`src/rtl/mem_port_arbiter.sv`:
```
// Two-requester arbiter sharing one SRAM-like memory port; one transaction in flight,
// data requests preferred, with a starvation counter that forces an instruction grant.
module mem_port_arbiter #(
   parameter int unsigned STARVE_LIMIT = 4,
   parameter int unsigned CNT_WD       = 4
) (
   input  logic        clk,
   input  logic        reset,

   input  logic        inst_req,
   input  logic        inst_wr,
   input  logic [1:0]  inst_size,
   input  logic [3:0]  inst_wstrb,
   input  logic [31:0] inst_addr,
   input  logic [31:0] inst_wdata,
   output logic        inst_addr_ok,
   output logic        inst_data_ok,
   output logic [31:0] inst_rdata,

   input  logic        data_req,
   input  logic        data_wr,
   input  logic [1:0]  data_size,
   input  logic [3:0]  data_wstrb,
   input  logic [31:0] data_addr,
   input  logic [31:0] data_wdata,
   output logic        data_addr_ok,
   output logic        data_data_ok,
   output logic [31:0] data_rdata,

   output logic        mem_req,
   output logic        mem_wr,
   output logic [1:0]  mem_size,
   output logic [3:0]  mem_wstrb,
   output logic [31:0] mem_addr,
   output logic [31:0] mem_wdata,
   input  logic        mem_addr_ok,
   input  logic        mem_data_ok,
   input  logic [31:0] mem_rdata
);

   localparam logic [CNT_WD-1:0] LIMIT = CNT_WD'(STARVE_LIMIT);

   typedef enum logic [1:0] {
      IDLE = 2'd0,
      ADDR = 2'd1,
      DATA = 2'd2
   } state_t;

   state_t            state;
   logic              owner_data;
   logic [CNT_WD-1:0] starve_cnt;

   logic data_win;
   logic inst_win;
   logic resp;

   // Grant decision: depends only on state, starvation count and the request inputs.
   always_comb begin
      data_win = 1'b0;
      inst_win = 1'b0;
      if (!reset && state == IDLE) begin
         data_win = data_req && !(inst_req && starve_cnt == LIMIT);
         inst_win = inst_req && !data_win;
      end
   end

   assign inst_addr_ok = inst_win;
   assign data_addr_ok = data_win;

   // Response is a same-cycle pass-through to whichever side owns the transaction.
   assign resp         = !reset && state == DATA && mem_data_ok;
   assign inst_data_ok = resp && !owner_data;
   assign data_data_ok = resp && owner_data;
   assign inst_rdata   = inst_data_ok ? mem_rdata : 32'h0;
   assign data_rdata   = data_data_ok ? mem_rdata : 32'h0;

   always_ff @(posedge clk) begin
      if (reset) begin
         state      <= IDLE;
         owner_data <= 1'b0;
         starve_cnt <= '0;
         mem_req    <= 1'b0;
         mem_wr     <= 1'b0;
         mem_size   <= 2'd0;
         mem_wstrb  <= 4'd0;
         mem_addr   <= 32'h0;
         mem_wdata  <= 32'h0;
      end else begin
         case (state)
            IDLE: begin
               if (data_win) begin
                  state      <= ADDR;
                  owner_data <= 1'b1;
                  mem_req    <= 1'b1;
                  mem_wr     <= data_wr;
                  mem_size   <= data_size;
                  mem_wstrb  <= data_wstrb;
                  mem_addr   <= data_addr;
                  mem_wdata  <= data_wdata;
                  // Count only grants that made a waiting fetch lose.
                  if (!inst_req)
                     starve_cnt <= '0;
                  else if (starve_cnt != LIMIT)
                     starve_cnt <= starve_cnt + CNT_WD'(1);
               end else if (inst_win) begin
                  state      <= ADDR;
                  owner_data <= 1'b0;
                  mem_req    <= 1'b1;
                  mem_wr     <= inst_wr;
                  mem_size   <= inst_size;
                  mem_wstrb  <= inst_wstrb;
                  mem_addr   <= inst_addr;
                  mem_wdata  <= inst_wdata;
                  starve_cnt <= '0;
               end
            end
            ADDR: begin
               if (mem_addr_ok) begin
                  state   <= DATA;
                  mem_req <= 1'b0;
               end
            end
            DATA: begin
               if (mem_data_ok)
                  state <= IDLE;
            end
            default: begin
               state   <= IDLE;
               mem_req <= 1'b0;
            end
         endcase
      end
   end

endmodule

```
`config.mk`:
```
export PLATFORM = sky130hd
export DESIGN_NAME = mem_port_arbiter
export DESIGN_NICKNAME = d
export VERILOG_FILES = /design/src/rtl/mem_port_arbiter.sv
export SDC_FILE = /design/constraint.sdc
export NUM_CORES = 1
export LEC_CHECK = 0
export BUFFER_PORTS_ARGS = -buffer_cell sky130_fd_sc_hd__buf_2
export CELL_PAD_IN_SITES_DETAIL_PLACEMENT = 0
export CELL_PAD_IN_SITES_GLOBAL_PLACEMENT = 1
export CORE_MARGIN = 2
export CORE_UTILIZATION = 27
export DETAILED_ROUTE_END_ITERATION = 7
export HOLD_SLACK_MARGIN = 0.05
export PLACE_DENSITY_LB_ADDON = 0.05
export SYNTH_ARGS = -nofsm -noshare
export SYNTH_HDL_FRONTEND = slang
export SYNTH_SLANG_ARGS = --single-unit
```
`constraint.sdc`:
```
create_clock -name clk -period 1.8 [get_ports clk]
set_clock_uncertainty 0.05 [all_clocks]
set_input_delay 0.09 -clock clk [delete_from_list [all_inputs] [get_ports clk]]
set_output_delay 0.09 -clock clk [all_outputs]
set_load 0.01 [all_outputs]
```
==> run metrics, run 1 <==
TritonCTS clock tree done; CTS max path bufs 2; setup repair after global routing missed its margin yes; worst slack after detailed placement 65.1 ps; number of warnings issued by yosys 0; worst hold path type in -> reg; Initial Utilization 0.277; post-synthesis register bit count 79; number of levels in the clock H-tree 3; number of standard cells in the layout, taps in and fillers out 1169; number of antenna-violating nets in the routed design 0; instance area after placement 0.00602 sq mm; worst slew margin relative to its limit 0.487; total number of clock tree sinks 79; clock-pin slew on the worst setup and hold paths about 60 ps; distinct cell type count of the synthesized netlist 30; hold slack 73.0 ps; status finished with violations; area of the die around 0.017 sq mm; fraction of the yosys area taken by sequential cells 0.376; core outline area 0.0152 sq mm; detailed route wirelength on metal2 9650 um; Slew Viols, Final 0; arrival time reported for the critical path endpoint 1710 ps; crit path kind reg -> out; ys flop type sky130_fd_sc_hd__dfxtp_1; drt first-iter violations roughly 210; Diodes inserted 0; worst slew pin tran 762 ps; root cell of the clock tree sky130_fd_sc_hd__clkbuf_16; total gr overflow 0; final hold violations 0; Final min period 1850 ps; overall die height 129 um; NumNets Final 1158; DP Cell Count 995; most common cell in the synthesized netlist sky130_fd_sc_hd__nand2_1; Post-Synthesis Cell Area 0.00420 sq mm; area growth from synthesis to final layout 101%; total wirelength of the detailed-routed design 18500 um; post-synthesis average cell area slightly above 8 sq um; I/O Buffers between 300 and 400; Crit Path Max Fanout 8; max-capacitance violation count 0; leading cell types by count after synthesis sky130_fd_sc_hd__nand2_1, sky130_fd_sc_hd__dfxtp_1, sky130_fd_sc_hd__nor2_1; Design Area, Final about 0.0084 sq mm; num rows 45; Worst Path Required 1660 ps; clock latency of the later-clocked register in the worst-skew pair 340 ps; power density over the cells 658 mW/mm^2; Vias around 5.5k; setup ws final -46.1 ps; nets in the synthesized netlist 701; post-route clock period utilization 1.03; maximum number of pins on one net before global-route repair 79; Total Routing Usage GR 0.203; detailed-route wire length on metal 1 7490 um; Avg WL per Cell 15.8 um; highest metal used met4; count of flip-flops with a built-in enable after synthesis 0; met3 wirelength from detailed routing 1020 um; remaining design rule violation count 0; violated checks negative setup slack; layout cell share with drive strength beyond 1 0.464; startpoint type of the worst setup path flip-flop; post-synth top area share 0.376; via count of the first global-routing pass 5237; cell count after synthesis 519; largest area contributor in the netlist sky130_fd_sc_hd__dfxtp_1; first-pass GRT wire length 26500 um; main area contributors after synthesis sky130_fd_sc_hd__dfxtp_1, sky130_fd_sc_hd__a311oi_2, sky130_fd_sc_hd__nand2_1; endpoint class of the critical path primary output; Setup-failing EPs final 36; width of the die 129 um; Via density approximately 4.7; Leakage Power 0.00394 uW; maximum clock frequency between 0.5 and 0.6 GHz; post-synthesis async set-or-reset flop share 0; CTS Buf Count 9; Detailed Routing Iterations Pass 1 4; number of I/O pins 320; antenna violations before repair 0; DP Wirelength 11200 um; GP Congestion 0.733; maximum vdd ir drop ~0.47 mV
## final cells by class
class	instances	area (sq um)
well taps	188	235
fillers	1461	6770
repair buffers	492	3730
clock buffers	11	243
inverters	3	11.3
multi-input cells	391	2520
clock inverters	5	105
flip-flops and latches	79	1590
## power breakdown
part	leakage, uW	switching (uW)	internal (uW)
Clock	0.000162	761	1390
Sequential	0.000653	82.6	1910
Combinational	0.00312	658	743
Total	0.00394	1500	4050
## metal layers
metal / vias to the layer above / GRT usage
met2: 203 / 0.378
met3: 21 / 0.0395
met5: - / 0
met1: 2573 / 0.228
li1: 2690 / -
met4: 0 / 0.0754
## final timing paths
| kind | from | slack [ps] | cells after the start | to |
|---|---|---|---|---|
| setup / recovery | state[0] | -50 | 8 | inst_rdata[27] |
| hold / removal | data_req | 70 | 3 | starve_cnt[3] |
| setup reg to reg | state[1] | 50 | 6 | mem_wdata[15] |
| hold reg to reg | mem_wdata[16] | 430 | 2 | mem_wdata[16] |
## worst max-delay path: stages (launching register included)
cell	delay (ps)
sky130_fd_sc_hd__dfxtp_2	340
sky130_fd_sc_hd__buf_6	120
sky130_fd_sc_hd__nor3b_4	180
sky130_fd_sc_hd__nand2_2	80
sky130_fd_sc_hd__nor2_4	130
sky130_fd_sc_hd__buf_12	140
sky130_fd_sc_hd__clkbuf_16	150
sky130_fd_sc_hd__and2_4	140
sky130_fd_sc_hd__buf_6	90
## registers in the layout, indices dropped and copies added (netlist names)
register / cells
mem_addr: 32
mem_wdata: 32
mem_wstrb: 4
starve_cnt: 4
mem_size: 2
state: 2
mem_req: 1
mem_wr: 1
owner_data: 1
## logic make-up (layout without fill, tap and decap cells)
group / after synthesis / after routing / share of synthesized area
adder cells (fa/ha/maj): 2 / 2 / 0.00595
AO/OA/AOI/OAI: 82 / 82 / 0.237
buffers and inverters: 49 / 511 / 0.0548
AND/OR/NAND/NOR: 307 / 307 / 0.326
flip-flops: 79 / 79 / 0.376
## layout by cell type (no fill, tap or decap), types with 2 or more instances in the layout
| cell | n |
|---|---|
| sky130_fd_sc_hd__nand2_2 | 2 |
| sky130_fd_sc_hd__clkinvlp_4 | 2 |
| sky130_fd_sc_hd__buf_12 | 7 |
| sky130_fd_sc_hd__bufbuf_16 | 2 |
| sky130_fd_sc_hd__nand4_1 | 2 |
| sky130_fd_sc_hd__buf_2 | 286 |
| sky130_fd_sc_hd__a311oi_2 | 50 |
| sky130_fd_sc_hd__and2_1 | 33 |
| sky130_fd_sc_hd__clkbuf_16 | 13 |
| sky130_fd_sc_hd__a311oi_1 | 21 |
| sky130_fd_sc_hd__and2_4 | 32 |
| sky130_fd_sc_hd__inv_1 | 3 |
| sky130_fd_sc_hd__nand3_1 | 2 |
| sky130_fd_sc_hd__dfxtp_1 | 76 |
| sky130_fd_sc_hd__nand3b_1 | 2 |
| sky130_fd_sc_hd__dfxtp_2 | 3 |
| sky130_fd_sc_hd__a31oi_1 | 2 |
| sky130_fd_sc_hd__buf_6 | 34 |
| sky130_fd_sc_hd__o21ai_0 | 4 |
| sky130_fd_sc_hd__nor2_1 | 76 |
| sky130_fd_sc_hd__buf_4 | 10 |
| sky130_fd_sc_hd__nand2_1 | 147 |
| sky130_fd_sc_hd__dlygate4sd3_1 | 145 |
| sky130_fd_sc_hd__buf_16 | 2 |
| sky130_fd_sc_hd__buf_8 | 2 |
| sky130_fd_sc_hd__nand2b_1 | 2 |
| sky130_fd_sc_hd__bufinv_16 | 3 |
## repair_timing
item / in CTS / in global routing
hold endpoints to repair: 74 / 0
hold buffers: 145 / 0
setup buffers: 3 / 3
endpoints found under the setup margin: 67 / 99
pin swaps: 3 / 41
gates resized for setup: 14 / 74
gates cloned: 3 / 4
## through the flow
step / power, uW / TNS, ps / util
floorplan: 2580 / 0 / -
global placement: 3060 / 0 / 0.396
detailed placement: 3080 / 0 / 0.396
CTS: 5560 / -363 / 0.524
global route: 5820 / -7210 / 0.555
finish: 5550 / -1050 / 0.555
(Power assumes the default switching activity.)
==> run 2, diff against run 1 <==
CELL_PAD_IN_SITES_DETAIL_PLACEMENT = 2   (was 0)
CELL_PAD_IN_SITES_GLOBAL_PLACEMENT = 2   (was 1)
CORE_MARGIN = 10   (was 2)
CORE_UTILIZATION = 20   (was 27)
PLACE_DENSITY = 0.84   (was unset)
PLACE_DENSITY_LB_ADDON = unset   (was 0.05)
==> run 2 against run 1 <==
  * Utilization decreased by 9.6 points
  * First-iteration DRC count is 0.94% higher
  * Design area rose by 11%
  * Critical path depth is the same
  * Largest power group unchanged
  * Hold slack worse by 11 ps
  * The run still ends with negative setup slack left
  * Worst setup slack got worse by 200 ps
  * Total power increased by 5.1%
  * Sequential share of layout area down 1.9 points
  * Critical endpoint is now inst_rdata[20]
  * Wire length increased by 84%
  * Die area grew 64%
  * Non-clock buffer count up 31
  * Highest routed layer is now met5
==> run metrics, run 2 (synthesis gave the netlist of run 1 again) <==
status finished with violations; violated checks negative setup slack; arrival time reported for the critical path endpoint 1910 ps; setup repair after global routing missed its margin yes; Crit Path Max Fanout 8; worst slew pin tran 896 ps; startpoint type of the worst setup path flip-flop; Avg WL per Cell 26.4 um; DP Wirelength 16900 um; worst hold path type in -> reg; setup ws final -247 ps; total gr overflow 0; most common cell after layout, fill and taps aside sky130_fd_sc_hd__buf_2; worst slew margin relative to its limit 0.397; final hold violations 0; power density over the cells 623 mW/mm^2; remaining design rule violation count 0; worst hold path endpoint mem_addr[5]; I/O Buffers 319; total number of clock tree sinks 79; detailed route wirelength on metal2 18200 um; GP Congestion just under 0.9; registers with the most flip-flops mem_addr x32, mem_wdata x32; Worst Path Required 1660 ps; CP Buf/Inv Count 4; cell family contributing the most delay on the critical path simple AND/OR/NAND/NOR gates; Worst R2R Setup Slack -70 ps; Via density 4.79; Overall Power 5830 uW; R2R Path Start state[0]; first-pass GRT wire length approximately 43000 um; instance count along the most critical hold path 3; maximum vdd ir drop 0.427 mV; cell type with the highest occurrence count on the critical path sky130_fd_sc_hd__buf_6; CTS max path bufs 2; overall die height roughly 160 um; via count of the first global-routing pass 7019; clock-pin slew on the worst setup and hold paths 70 ps; Leakage Power 0.00424 uW; cell depth of the worst flop-to-flop path 8; Total Negative Setup Slacks -10680 ps; number of standard cells in the layout, taps in and fillers out 1291; root cell of the clock tree sky130_fd_sc_hd__clkbuf_16; post-route clock period utilization 1.14; area growth from synthesis to final layout 123%; drt first-iter violations 214; clock latency of the later-clocked register in the worst-skew pair 340 ps; highest metal used met5; number of antenna-violating nets in the routed design 0; final core area utilization 0.458; antenna violations before repair 11; core outline area 0.0204 sq mm; commonest non-fill, non-tap cells in the layout sky130_fd_sc_hd__buf_2, sky130_fd_sc_hd__nand2_1, sky130_fd_sc_hd__dlygate4sd3_1; R2R Path End mem_wdata[27]; Detailed Routing Iterations Pass 1 4; number of I/O pins 320; Total Routing Usage GR 0.207; layout cell share with drive strength beyond 1 0.523; critical hold path startpoint data_addr[5]; width of the die 165 um; num rows 52; area of the die between 0.02 and 0.03 sq mm; Vias 6186; Final min period approximately 2000 ps; detailed-route wire length on metal 1 12100 um; TritonCTS clock tree done; maximum number of pins on one net before global-route repair 76; Slew Viols, Final 0; NumNets Final 1189; DP Cell Count 1082; crit path kind reg -> out; Initial Utilization 0.206; CP startpoint state[0]; total wirelength of the detailed-routed design 34100 um; cells traversed along the worst timing path buf_6 > nor3b_4 > nand2_2 > nor2_4 > buf_6 > clkbuf_16 > and2_1 > buf_6; delay of the slowest critical-path stage roughly 330 ps; met3 wirelength from detailed routing 2390 um; CP max stage cell sky130_fd_sc_hd__dfxtp_2; max-capacitance violation count 0; endpoint class of the critical path primary output; Setup-failing EPs final just over 70; CTS Buf Count 9; maximum clock frequency just under 0.5 GHz; number of levels in the clock H-tree 3
run 2: power by group:
part | internal, uW | total (uW) | switching (uW) | leakage, uW
clock | 1230 | 2070 | 845 | 0.000153
sequential | 1910 | 2020 | 108 | 0.000653
combinational | 871 | 1740 | 868 | 0.00343
run 2: timing repair:
action / 4_1_cts / 5_1_grt
hold endpoints to repair: 73 / 0
pin swaps: 13 / 57
resized for setup: 38 / 154
hold buffers: 143 / 0
buffers inserted: 7 / 20
setup endpoints to repair: 68 / 135
gates cloned: 5 / 12
run 2: worst max-delay path by stage:
| stage | cells past startpoint | endpoint | slack, ps |
|---|---|---|---|
| after floorplan | 7 | mem_addr[10] | 190 |
| after global placement | 8 | mem_addr[0] | 140 |
| after detailed placement | 8 | mem_wdata[26] | 9 |
| after CTS | 7 | inst_rdata[1] | -110 |
| after global routing | 8 | inst_rdata[20] | -310 |
| final | 8 | inst_rdata[20] | -250 |
run 2: cell type report:
cell class	instances	area, sq um
Tap cell	270	338
Timing Repair Buffer	523	4410
Inverter	3	13.8
Clock buffer	10	229
Sequential cell	79	1590
Clock inverter	6	93.8
Multi-Input combinational cell	391	2670
Fill cell	2154	11100
Antenna cell	9	22.5
run 2: metrics by stage:
stage	area, sq um	hold slack [ps]	setup slack (ps)
2_1_floorplan	4200	199	195
3_3_place_gp	6250	307	141
3_5_place_dp	6250	317	8.89
4_1_cts	8370	61.9	-111
5_1_grt	9360	62.7	-313
6_report	9360	62.2	-247
run 2: worst min-delay path, cell delays in order:
cell and delay [ps]:
sky130_fd_sc_hd__buf_2 100, sky130_fd_sc_hd__nor2_1 150, sky130_fd_sc_hd__a311oi_2 70
run 2: layer usage:
metal	GRT usage	up-vias
li1	-	2766
met4	0.0942	2
met1	0.202	3037
met3	0.0677	83
met2	0.388	298
met5	0	-
==> run 3, diff against run 2 <==
TNS_END_PERCENT = 30   (was unset)
==> run 3 against run 2 <==
  * The flow still finishes with violations (negative setup slack)
  * Design area fell by 3.2%
  * Fmax rose by 4.5%
  * Combinational power barely moved
  * Clock-buffer cell count did not move
  * Via count fell by 1.8%
  * Critical path depth fell by 2
  * Hold slack barely moved
  * Global-route usage fell by 0.31 points
  * Critical endpoint is now data_rdata[10]
  * Largest power group unchanged
  * Highest routed layer unchanged
==> run metrics, run 3 (synthesis gave the netlist of run 1 again) <==
Detailed Routing Iterations Pass 1 4; number of levels in the clock H-tree 3; worst slew margin relative to its limit 0.282; Final min period 1960 ps; num rows 52; setup repair after global routing missed its margin yes; number of standard cells in the layout, taps in and fillers out 1287; Crit Path Max Fanout 16; Setup-failing EPs final 67; instance count along the most critical hold path 3; Leakage Power 0.00413 uW; clock-pin slew on the worst setup and hold paths roughly 70 ps; core outline area between 0.02 and 0.025 sq mm; Worst R2R Setup Slack -30 ps; startpoint type of the worst setup path flip-flop; overall die height between 150 and 200 um; number of antenna-violating nets in the routed design 0; Design Area, Final 0.00906 sq mm; sequential cell area about 0.0016 sq mm; CTS max path bufs 2; Avg WL per Cell 25.9 um; antenna violations before repair 14; final hold violations 0; setup ws final -158 ps; area growth from synthesis to final layout 116%; root cell of the clock tree sky130_fd_sc_hd__clkbuf_16; Vias 6076; worst slack after detailed placement between 8 and 9 ps; Slew Viols, Final 0; worst slew pin tran 1070 ps; first-pass GRT wire length 42600 um; layout cell share with drive strength beyond 1 0.494; worst hold path type in -> reg; endpoint class of the critical path primary output; crit path kind reg -> out; via count of the first global-routing pass roughly 6.9k; Initial Utilization 0.206; clock latency of the later-clocked register in the worst-skew pair 350 ps; total number of clock tree sinks 79; GP Congestion 0.887; cell depth of the worst flop-to-flop path 8; cells traversed along the worst timing path buf_6 > nor3b_4 > and3_4 > clkbuf_16 > and2_1 > buf_2; NumNets Final 1182; fill count 2169; maximum vdd ir drop 0.423 mV; number of I/O pins between 300 and 400; CTS Buf Count 9; Via density ~4.7; area of combinational cells with multiple inputs 0.00259 sq mm; registers with the most flip-flops mem_addr x32, mem_wdata x32; post-route clock period utilization 1.09; width of the die 165 um; DP Cell Count about 1.1k; Worst Path Required 1660 ps; instance area after placement 0.00625 sq mm; arrival time reported for the critical path endpoint 1820 ps; remaining design rule violation count 0; delay of the slowest critical-path stage 330 ps; Total Routing Usage GR 0.204; most common cell after layout, fill and taps aside sky130_fd_sc_hd__buf_2; TritonCTS clock tree done; power density over the cells approximately 640 mW/mm^2; status finished with violations; max-capacitance violation count 0; critical hold path startpoint data_addr[5]; CP startpoint state[0]; total gr overflow 0; maximum number of pins on one net before global-route repair 76; maximum clock frequency between 0.5 and 0.6 GHz; I/O Buffers 319; area of the die 0.0272 sq mm; drt first-iter violations 181; commonest non-fill, non-tap cells in the layout sky130_fd_sc_hd__buf_2, sky130_fd_sc_hd__nand2_1, sky130_fd_sc_hd__dlygate4sd3_1; violated checks negative setup slack; R2R Path Start starve_cnt[0]; DP Wirelength 16900 um; total wirelength of the detailed-routed design around 33000 um; CP max stage cell sky130_fd_sc_hd__dfxtp_2
## run 3: cell types whose count changed in the layout (fill, tap and decap cells not counted), sizes merged
| cell | before | now |
|---|---|---|
| diode | 9 | 12 |
| clkbuf | 21 | 22 |
| buf | 368 | 360 |
| and2 | 66 | 67 |
| bufbuf | 1 | 0 |
## run 3: area by class of cell
class	instances	area share
Timing Repair Buffer	515	0.461
Inverter	3	0.00152
Tap cell	270	0.0373
Multi-Input combinational cell	392	0.286
Clock buffer	10	0.0253
Sequential cell	79	0.175
Clock inverter	6	0.0104
Antenna cell	12	0.00331
## run 3: path summary, 6_finish.rpt
kind,end
max,data_rdata[10]
min,mem_addr[5]
max reg2reg,mem_wdata[26]
min reg2reg,mem_wdata[18]
## run 3: metal layers
layer	part of all wire	vias up	track usage
li1	-	2756	-
met1	0.36	2984	0.199
met2	0.54	273	0.386
met3	0.069	59	0.0650
met4	0.030	4	0.0853
met5	0.00081	-	0
## run 3: critical path, delay by kind of cell, from the launching register on
family / cells / cell delay [ps]
buffers and inverters: 3 / 460
AND/OR/NAND/NOR: 3 / 680
flip-flops: 1 / 330
## run 3: timing repair
item / CTS / global route
endpoints found under the setup margin: 68 / 136
endpoints found under the hold margin: 73 / 0
cloned: 3 / 16
setup buffers: 4 / 12
hold buffers: 143 / 0
pin swaps: 7 / 48
gates resized for setup: 25 / 107
## run 3: where the power goes
part / switching, uW / total (uW) / internal (uW)
Sequential: 108 / 2020 / 1910
Combinational: 851 / 1710 / 855
Clock: 836 / 2060 / 1230
Total: 1800 / 5790 / 3990
## run 3: metrics by stage
step           hold WS (ps)  TNS, ps   util  total power, uW
3_5_place_dp            317        0  0.306             3180
5_1_grt                60.7   -12570  0.444             6030
4_1_cts                60.7    -1670  0.402             5570
2_1_floorplan           199        0      -             2580
3_3_place_gp            307        0  0.306             3140
6_report               62.0    -6300  0.444             5790
